==> src/rtl/snn_timestep_sequencer.sv <==
// Timestep sequencer for a spiking-network core: accepts an input spike frame, settles the
// network, ticks its delay line, and presents the OR of output spikes. SNN_SPIKE_COUNT_EN adds per-neuron spike counters.
module snn_timestep_sequencer #(
  parameter int M_IN          = 24,
  parameter int N_OUT         = 2,
  parameter int SETTLE_CYCLES = 4
) (
  input  logic               clk,
  input  logic               reset_n,
  input  logic               in_valid,
  output logic               in_ready,
  input  logic [M_IN-1:0]    in_spikes,
  input  logic               net_clear,
  output logic               snn_reset,
  output logic               snn_enable,
  output logic               snn_delay_clk,
  output logic [M_IN-1:0]    snn_input_spikes,
  input  logic [N_OUT-1:0]   snn_output_spikes,
  output logic               out_valid,
  input  logic               out_ready,
  output logic [N_OUT-1:0]   out_spikes,
  output logic [15:0]        out_timestep,
  input  logic               clear_counts,
  output logic [8*N_OUT-1:0] spike_counts
);

  localparam logic [2:0] IDLE   = 3'd0;
  localparam logic [2:0] RUN    = 3'd1;
  localparam logic [2:0] TICK   = 3'd2;
  localparam logic [2:0] OUTPUT = 3'd3;
  localparam logic [2:0] CLEAR  = 3'd4;

  localparam logic [3:0] SETTLE_LAST = 4'(SETTLE_CYCLES - 1);

  logic [2:0]       state;
  logic [3:0]       settle_cnt;
  logic [15:0]      ts_cnt;
  logic [N_OUT-1:0] acc;

  // in_ready is gated by reset_n so every output reads 0 while reset is held.
  assign in_ready      = reset_n && (state == IDLE) && !net_clear;
  assign snn_reset     = (state == CLEAR);
  assign snn_enable    = (state == RUN);
  assign snn_delay_clk = (state == TICK);
  assign out_valid     = (state == OUTPUT);

  always_ff @(posedge clk or negedge reset_n) begin
    if (!reset_n) begin
      state            <= IDLE;
      settle_cnt       <= '0;
      ts_cnt           <= '0;
      acc              <= '0;
      snn_input_spikes <= '0;
      out_spikes       <= '0;
      out_timestep     <= '0;
    end else begin
      case (state)
        IDLE: begin
          if (net_clear) begin
            state <= CLEAR;
          end else if (in_valid) begin
            state            <= RUN;
            snn_input_spikes <= in_spikes;
            acc              <= '0;
            settle_cnt       <= '0;
          end
        end
        RUN: begin
          acc <= acc | snn_output_spikes;
          if (settle_cnt == SETTLE_LAST) begin
            state <= TICK;
          end else begin
            settle_cnt <= settle_cnt + 4'd1;
          end
        end
        TICK: begin
          out_spikes   <= acc;
          out_timestep <= ts_cnt;
          ts_cnt       <= ts_cnt + 16'd1;
          state        <= OUTPUT;
        end
        OUTPUT: begin
          if (out_ready) begin
            state <= IDLE;
          end
        end
        CLEAR:   state <= IDLE;
        default: state <= IDLE;
      endcase
    end
  end

`ifdef SNN_SPIKE_COUNT_EN
  logic [7:0] cnt [N_OUT];

  // Counters sample acc on TICK exit, the same value loaded into out_spikes.
  always_ff @(posedge clk or negedge reset_n) begin
    if (!reset_n) begin
      for (int unsigned k = 0; k < N_OUT; k++) begin
        cnt[k] <= '0;
      end
    end else begin
      for (int unsigned k = 0; k < N_OUT; k++) begin
        if (clear_counts) begin
          cnt[k] <= '0;
        end else if ((state == TICK) && acc[k] && (cnt[k] != '1)) begin
          cnt[k] <= cnt[k] + 8'd1;
        end
      end
    end
  end

  for (genvar g = 0; g < N_OUT; g++) begin : g_cnt
    assign spike_counts[8*g +: 8] = cnt[g];
  end
`else
  logic unused_clear_counts;
  assign unused_clear_counts = clear_counts;
  assign spike_counts        = '0;
`endif

endmodule

==> config.mk <==
export PLATFORM = sky130hd
export DESIGN_NAME = snn_timestep_sequencer
export DESIGN_NICKNAME = d
export VERILOG_FILES = /design/src/rtl/snn_timestep_sequencer.sv
export SDC_FILE = /design/constraint.sdc
export NUM_CORES = 1
export LEC_CHECK = 0
export ABC_AREA = 1
export CELL_PAD_IN_SITES_DETAIL_PLACEMENT = 1
export CELL_PAD_IN_SITES_GLOBAL_PLACEMENT = 1
export CORE_ASPECT_RATIO = 0.9
export CORE_MARGIN = 2
export CORE_UTILIZATION = 36
export CTS_CLUSTER_DIAMETER = 60
export DETAILED_ROUTE_END_ITERATION = 8
export GPL_TIMING_DRIVEN = 0
export PLACE_DENSITY_LB_ADDON = 0.1
export SYNTH_ARGS = -nofsm -noshare
export SYNTH_HDL_FRONTEND = slang
export SYNTH_SLANG_ARGS = --single-unit
export TNS_END_PERCENT = 1
==> constraint.sdc <==
create_clock -name clk -period 3.3 [get_ports clk]
set_clock_uncertainty 0.1 [all_clocks]
set_input_delay 0.33 -clock clk [delete_from_list [all_inputs] [get_ports clk]]
set_output_delay 0.33 -clock clk [all_outputs]
set_load 0.01 [all_outputs]
==> results of run 1 <==
[critical path, stage by stage]
cell and delay [ns]:
dlygate4sd3_1 0.53, buf_4 0.13, buf_16 0.29, inv_1 0.07, nor2_1 0.11, clkdlybuf4s50_1 0.54
[power groups by stage]
stage	registers (mW)	clock network, mW	logic (mW)
5_1_grt	1.28	0.785	1.31
4_1_cts	1.24	0.733	1.20
6_report	1.24	0.721	1.17
2_1_floorplan	1.31	0	0.512
3_3_place_gp	1.24	0	1.15
3_5_place_dp	1.25	0	1.18
[layer usage]
layer  share of wire, %  vias up  track usage, %
li1                   -     1250               -
met1                 45     1210            23.6
met2                 48       64            28.9
met3                5.8        6            6.97
met4               0.80        0            3.31
met5                  0        -               0
[what timing repair did]
item                      CTS  global route
hold buffers                1             0
hold endpoints to repair   67             0
setup buffers               0             0
[registers in the layout (all words and copies together) (netlist names)]
signal / count
settle_cnt: 4
snn_input_spikes: 24
out_timestep: 16
out_spikes: 2
acc: 2
state: 3
ts_cnt: 16
[logic make-up after synthesis]
| family | share of synthesized area, % |
|---|---|
| XOR/XNOR | 3.21 |
| adder cells (fa/ha/maj) | 0.834 |
| other | 0.125 |
| flip-flops | 55.9 |
| buffers and inverters | 9.72 |
| AND/OR/NAND/NOR | 26.5 |
| AO/OA/AOI/OAI | 3.67 |
[stage by stage]
step	hold slack, ns	power (mW)	setup TNS, ns	utilization (%)	cells
after floorplan	-0.0656	1.82	0	-	359
after global placement	0.356	2.39	-46.91	49.0	535
after detailed placement	0.270	2.44	0	49.3	536
after CTS	0.385	3.17	0	52.0	553
after global routing	0.407	3.37	0	52.0	553
final	0.380	3.13	0	52.0	553
[layout make-up]
class	count	area [sq um]	area share, %
Buffer	25	189	4.50
Clock buffer	12	165	3.93
Clock inverter	4	47.5	1.13
Inverter	26	103	2.44
Multi-Input combinational cell	241	1090	25.9
Sequential cell	67	1680	39.9
Tap cell	99	124	2.95
Timing Repair Buffer	79	806	19.2
[synth_stat cells]
cell type / instances / area [sq um]
nand4_4: 1 / 21.3
inv_4: 2 / 12.5
nand3_1: 15 / 75.1
inv_1: 24 / 90.1
buf_4: 16 / 120
nand2_1: 141 / 529
nand3_2: 1 / 10.0
nor3_1: 3 / 15.0
conb_1: 1 / 3.75
nor2_1: 17 / 63.8
clkbuf_1: 1 / 3.75
nor4_1: 1 / 6.26
a21oi_1: 2 / 10.0
xor2_1: 9 / 78.8
dfrtp_1: 67 / 1680
xnor2_1: 2 / 17.5
o21a_1: 1 / 7.51
ha_1: 2 / 25.0
buf_2: 4 / 20.0
o21ai_0: 15 / 75.1
o22ai_1: 2 / 12.5
buf_6: 4 / 45.0
nand4_1: 5 / 31.3
o21ai_1: 1 / 5.00
nor2_2: 4 / 25.0
nand2_2: 3 / 18.8
[path summary, 6_finish.rpt]
kind | start | endpoint | slack (ns) | depth (start not counted)
worst max-delay path | reset_n | in_ready | 0.83 | 6
worst min-delay path | snn_input_spikes[14] | snn_input_spikes[14] | 0.38 | 2
worst max register to register | state[0] | ts_cnt[8] | 1.76 | 7
worst min register to register | snn_input_spikes[14] | snn_input_spikes[14] | 0.38 | 2
max in group asynchronous | reset_n | state[0] | 2.37 | 3
min in group asynchronous | reset_n | out_timestep[5] | 0.42 | 3
==> impl_metrics.toml, run 1 <==
[worst_setup_path]
critPathMaxFanout = 68
critPathKind = "input port to output pin"
cp-end-kind = "output pin"
cp.required_ns = 2.87
critPathLaunchType = "input port"
cp_data_arrival_time_ns = 2.04

[die]
die_w_um = 100
ioPinCount = 95
die_h_um = 90.6
dieArea_sq_um = 9080
num_rows = 31
core-area_sq_um = 8070
start_util_pct = 37.2

[clock_tree]
cts_root_buf = "clkbuf_8"
clk_latency_ns = 0.34
clock-sinks = 67
cts_buffer_depth = 2
cts_buffers = 9
htree_levels = 3
ctsResizeCount = 0
cts_tree = "yes"
clk_pin_slew_ns = 0.07

[sta]
slew_violations = 0
fmax_mhz = 404
fin_crit_sh_pct = 74.9
setup_ws_ns = 0.827
finalSetupViolCount = 0
hold_viol_final = 0
final.min_clock_period_ns = 2.47
rsz0062_at_grt = "no"

[placement]
dpl-instance-area_sq_um = 3980
place_ws_ns = 1.21
gp_congestion = 0.788
hpwl_um = 5490
io_buffer_count = 77

[detailed_routing]
wl_per_cell_um = 13.6
avgViaCountPerCell = 4.58
first_pass_iters = 4
postRouteAntennaNets = 0
wl_um = 7530
post-route-drc-count = 0
vias = 2530
drtIter0Drc = 95

[finish]
fin_area_sq_um = 4200
num_antenna_cells = 0
final_cell_mix = "nand2_1, clkdlybuf4s50_1, dfrtp_1, inv_1"
fin_nets = 483
drive_gt1_share_pct = 11.7
fillers = 983
syn2layout_area_growth_pct = 40.0
mostFrequentLayoutCell = "nand2_1"

[power_and_ir_drop]
vdd_drop_max_v = 0.000414
intPower_mw = 2.06
switchingPower_mw = 1.07
p_sw_share_pct = 34.2
comb_power_share_pct = 37.4
p_leak_nw = 2.04
p_clk_share_pct = 23.0
power_density_nw_per_um2 = 746
seqPwrFrac_pct = 39.6

[synth]
seq_area_frac_synth_pct = 55.9
syn_avg_cell_area_sq_um = 8.72
syn_inst = 344
yosysUniqueCellTypes = 26
synth.yosys.warnings = 0
ys_ff_latch = 67
synth_area_sq_um = 3000

[run]
cap_violations = 0

[global_route]
globalRouteOverflowTotal = 0
antenna_found_initial = 0
grt_max_degree = 69
grt_pass1_wl_um = 13000
grt_usage_pct = 18.1
grt_pass1_vias = 2605

[run_status]
outcome = "complete, no violations"

[hold_path]
min_path_type = "flip-flop to flip-flop"
Note: power is estimated with default switching activity, not from simulation.
==> run 2: changes to the inputs <==
--- a/config.mk
+++ b/config.mk
@@ -10,7 +10,7 @@
 export CELL_PAD_IN_SITES_GLOBAL_PLACEMENT = 1
 export CORE_ASPECT_RATIO = 0.9
 export CORE_MARGIN = 2
-export CORE_UTILIZATION = 36
+export CORE_UTILIZATION = 34
 export CTS_CLUSTER_DIAMETER = 60
 export DETAILED_ROUTE_END_ITERATION = 8
 export GPL_TIMING_DRIVEN = 0
==> constraint.sdc (replaced) <==
create_clock -name clk -period 2.5 [get_ports clk]
set_clock_uncertainty 0.1 [all_clocks]
set_input_delay 0.25 -clock clk [delete_from_list [all_inputs] [get_ports clk]]
set_output_delay 0.25 -clock clk [all_outputs]
set_load 0.01 [all_outputs]
==> run 2 against run 1 <==
- critical path depth unchanged
- non-clock buffer count fell by 1
- die area is 5.6% higher
- global-route usage fell by 1.2 points
- sequential power increased by 32%
- hold slack worse by 0.47 ns
- the flow now finishes with violations (hold timing)
==> impl_metrics.toml, run 2 (synthesis gave the netlist of run 1 again) <==
[detailed_routing]
first_pass_iters = 4
post-route-drc-count = 0
wl_um = 7580
drtIter0Drc = 71
vias = 2530
postRouteAntennaNets = 0
avgViaCountPerCell = 4.43
wl_per_cell_um = 13.3

[placement]
hpwl_um = 5550
gp_congestion = 0.759
dpl-instance-area_sq_um = 3970
place_ws_ns = 0.400
io_buffer_count = 77
dp.cells = 555

[global_route]
grt_usage_pct = 16.9
antenna_found_initial = 0
grt_pass1_vias = 2578
globalRouteOverflowTotal = 0
grt_max_degree = 69
grt_pass1_wl_um = 12500

[worst_setup_path]
critPathLaunchType = "flip-flop"
cp-end-kind = "output pin"
critPathMaxFanout = 10
critPathKind = "flip-flop to output pin"
ff2ff_path_depth = 6
cp.required_ns = 2.15
cp_data_arrival_time_ns = 1.93
ff2ff_setup_slack_ns = 0.95

[finish]
stdcell_count = 571
num_antenna_cells = 0
reg.largest.list = "snn_input_spikes: 24 flops, out_timestep: 16 flops, ts_cnt: 16 flops"
syn2layout_area_growth_pct = 38.8
final_cell_mix = "nand2_1, clkdlybuf4s50_1, dfrtp_1, inv_1"
fin_nets = 482
fillers = 1054
multiInputGateArea_sq_um = 1090
mostFrequentLayoutCell = "nand2_1"
seq_area_sq_um = 1680
regMostFlops = "snn_input_spikes"
largest_reg_flops = 24
drive_gt1_share_pct = 11.1
utilization_pct = 48.6
fin_area_sq_um = 4160

[sta]
fin_crit_sh_pct = 91.2
final.min_clock_period_ns = 2.28
rsz0062_at_grt = "no"
hold_viol_final = 66
finalSetupViolCount = 0
max-slew-margin-rel_pct = 41.8
fmax_mhz = 438
worstMarginPinSlew_ns = 0.874
slew_violations = 0
setup_ws_ns = 0.219
fin_setup_tns_ns = 0
holdWs_ns = -0.0877

[power_and_ir_drop]
vdd_drop_max_v = 0.000391
p_leak_nw = 2.02
power_density_nw_per_um2 = 964

[die]
core-area_sq_um = 8570
num_rows = 32
die_h_um = 93.1
start_util_pct = 35.0
ioPinCount = 95
die_w_um = 103
dieArea_sq_um = 9590

[clock_tree]
htree_levels = 3
cts_root_buf = "clkbuf_8"
clk_latency_ns = 0.33
cts_buffers = 9
cts_tree = "yes"
clk_pin_slew_ns = 0.08
clock-sinks = 67
cts_buffer_depth = 2
post-cts-setup-buffers = 0
ctsResizeCount = 0

[run_status]
violations = "hold timing"
outcome = "finished with violations"

[hold_path]
min_path_type = "input port to async pin"

[run]
cap_violations = 0
[run 2: cell count changes in the layout (fill, tap and decap cells not counted)]
cell and change:
buf_16 -1, bufinv_16 -1, clkbuf_1 +1, clkinvlp_4 -1
[run 2: report_power, final]
part           switching (mW)  internal, mW  leakage [nW]
clock                   0.403         0.434        0.0953
combinational           0.774         0.765          1.05
sequential              0.227          1.41         0.874
[run 2: layout make-up]
type                       instances  share of cell area [%]
buffer                            25                    4.54
clock buffer                      13                    4.06
clock inverter                     2                   0.241
inverter                          26                    2.47
multi-input combinational        241                    26.1
sequential                        67                    40.3
tap                              119                    3.58
timing repair buffer              78                    18.7
[run 2: path summary, 6_finish.rpt]
path                                   start                  end
max in group asynchronous            reset_n      out_timestep[7]
worst min-delay path                 reset_n      out_timestep[9]
min in group clk                in_spikes[3]  snn_input_spikes[3]
worst min register to register        acc[0]        out_spikes[0]
worst max-delay path                state[0]        snn_delay_clk
worst max register to register      state[2]        settle_cnt[3]
[run 2: metrics by stage]
stage	power [mW]	hold slack (ns)
after floorplan	2.40	-0.146
after global placement	3.15	0.352
after detailed placement	3.22	0.332
after CTS	4.07	-0.0378
after global routing	4.30	0.00251
final	4.01	-0.0877
[run 2: routing by layer]
| metal | up-vias | routed length [um] | track usage [%] |
|---|---|---|---|
| met5 | - | 0 | 0 |
| met1 | 1226 | 3470 | 22.9 |
| li1 | 1240 | - | - |
| met4 | 0 | 94 | 6.25 |
| met2 | 56 | 3640 | 26.2 |
| met3 | 8 | 370 | 4.19 |
[run 2: worst max-delay path, cell delays in order (launching register included)]
cell and delay, ns:
dfrtp_1 0.46, nor2_2 0.14, nand2_2 0.07, buf_6 0.15
inv_4 0.08, buf_6 0.15, clkdlybuf4s50_1 0.54
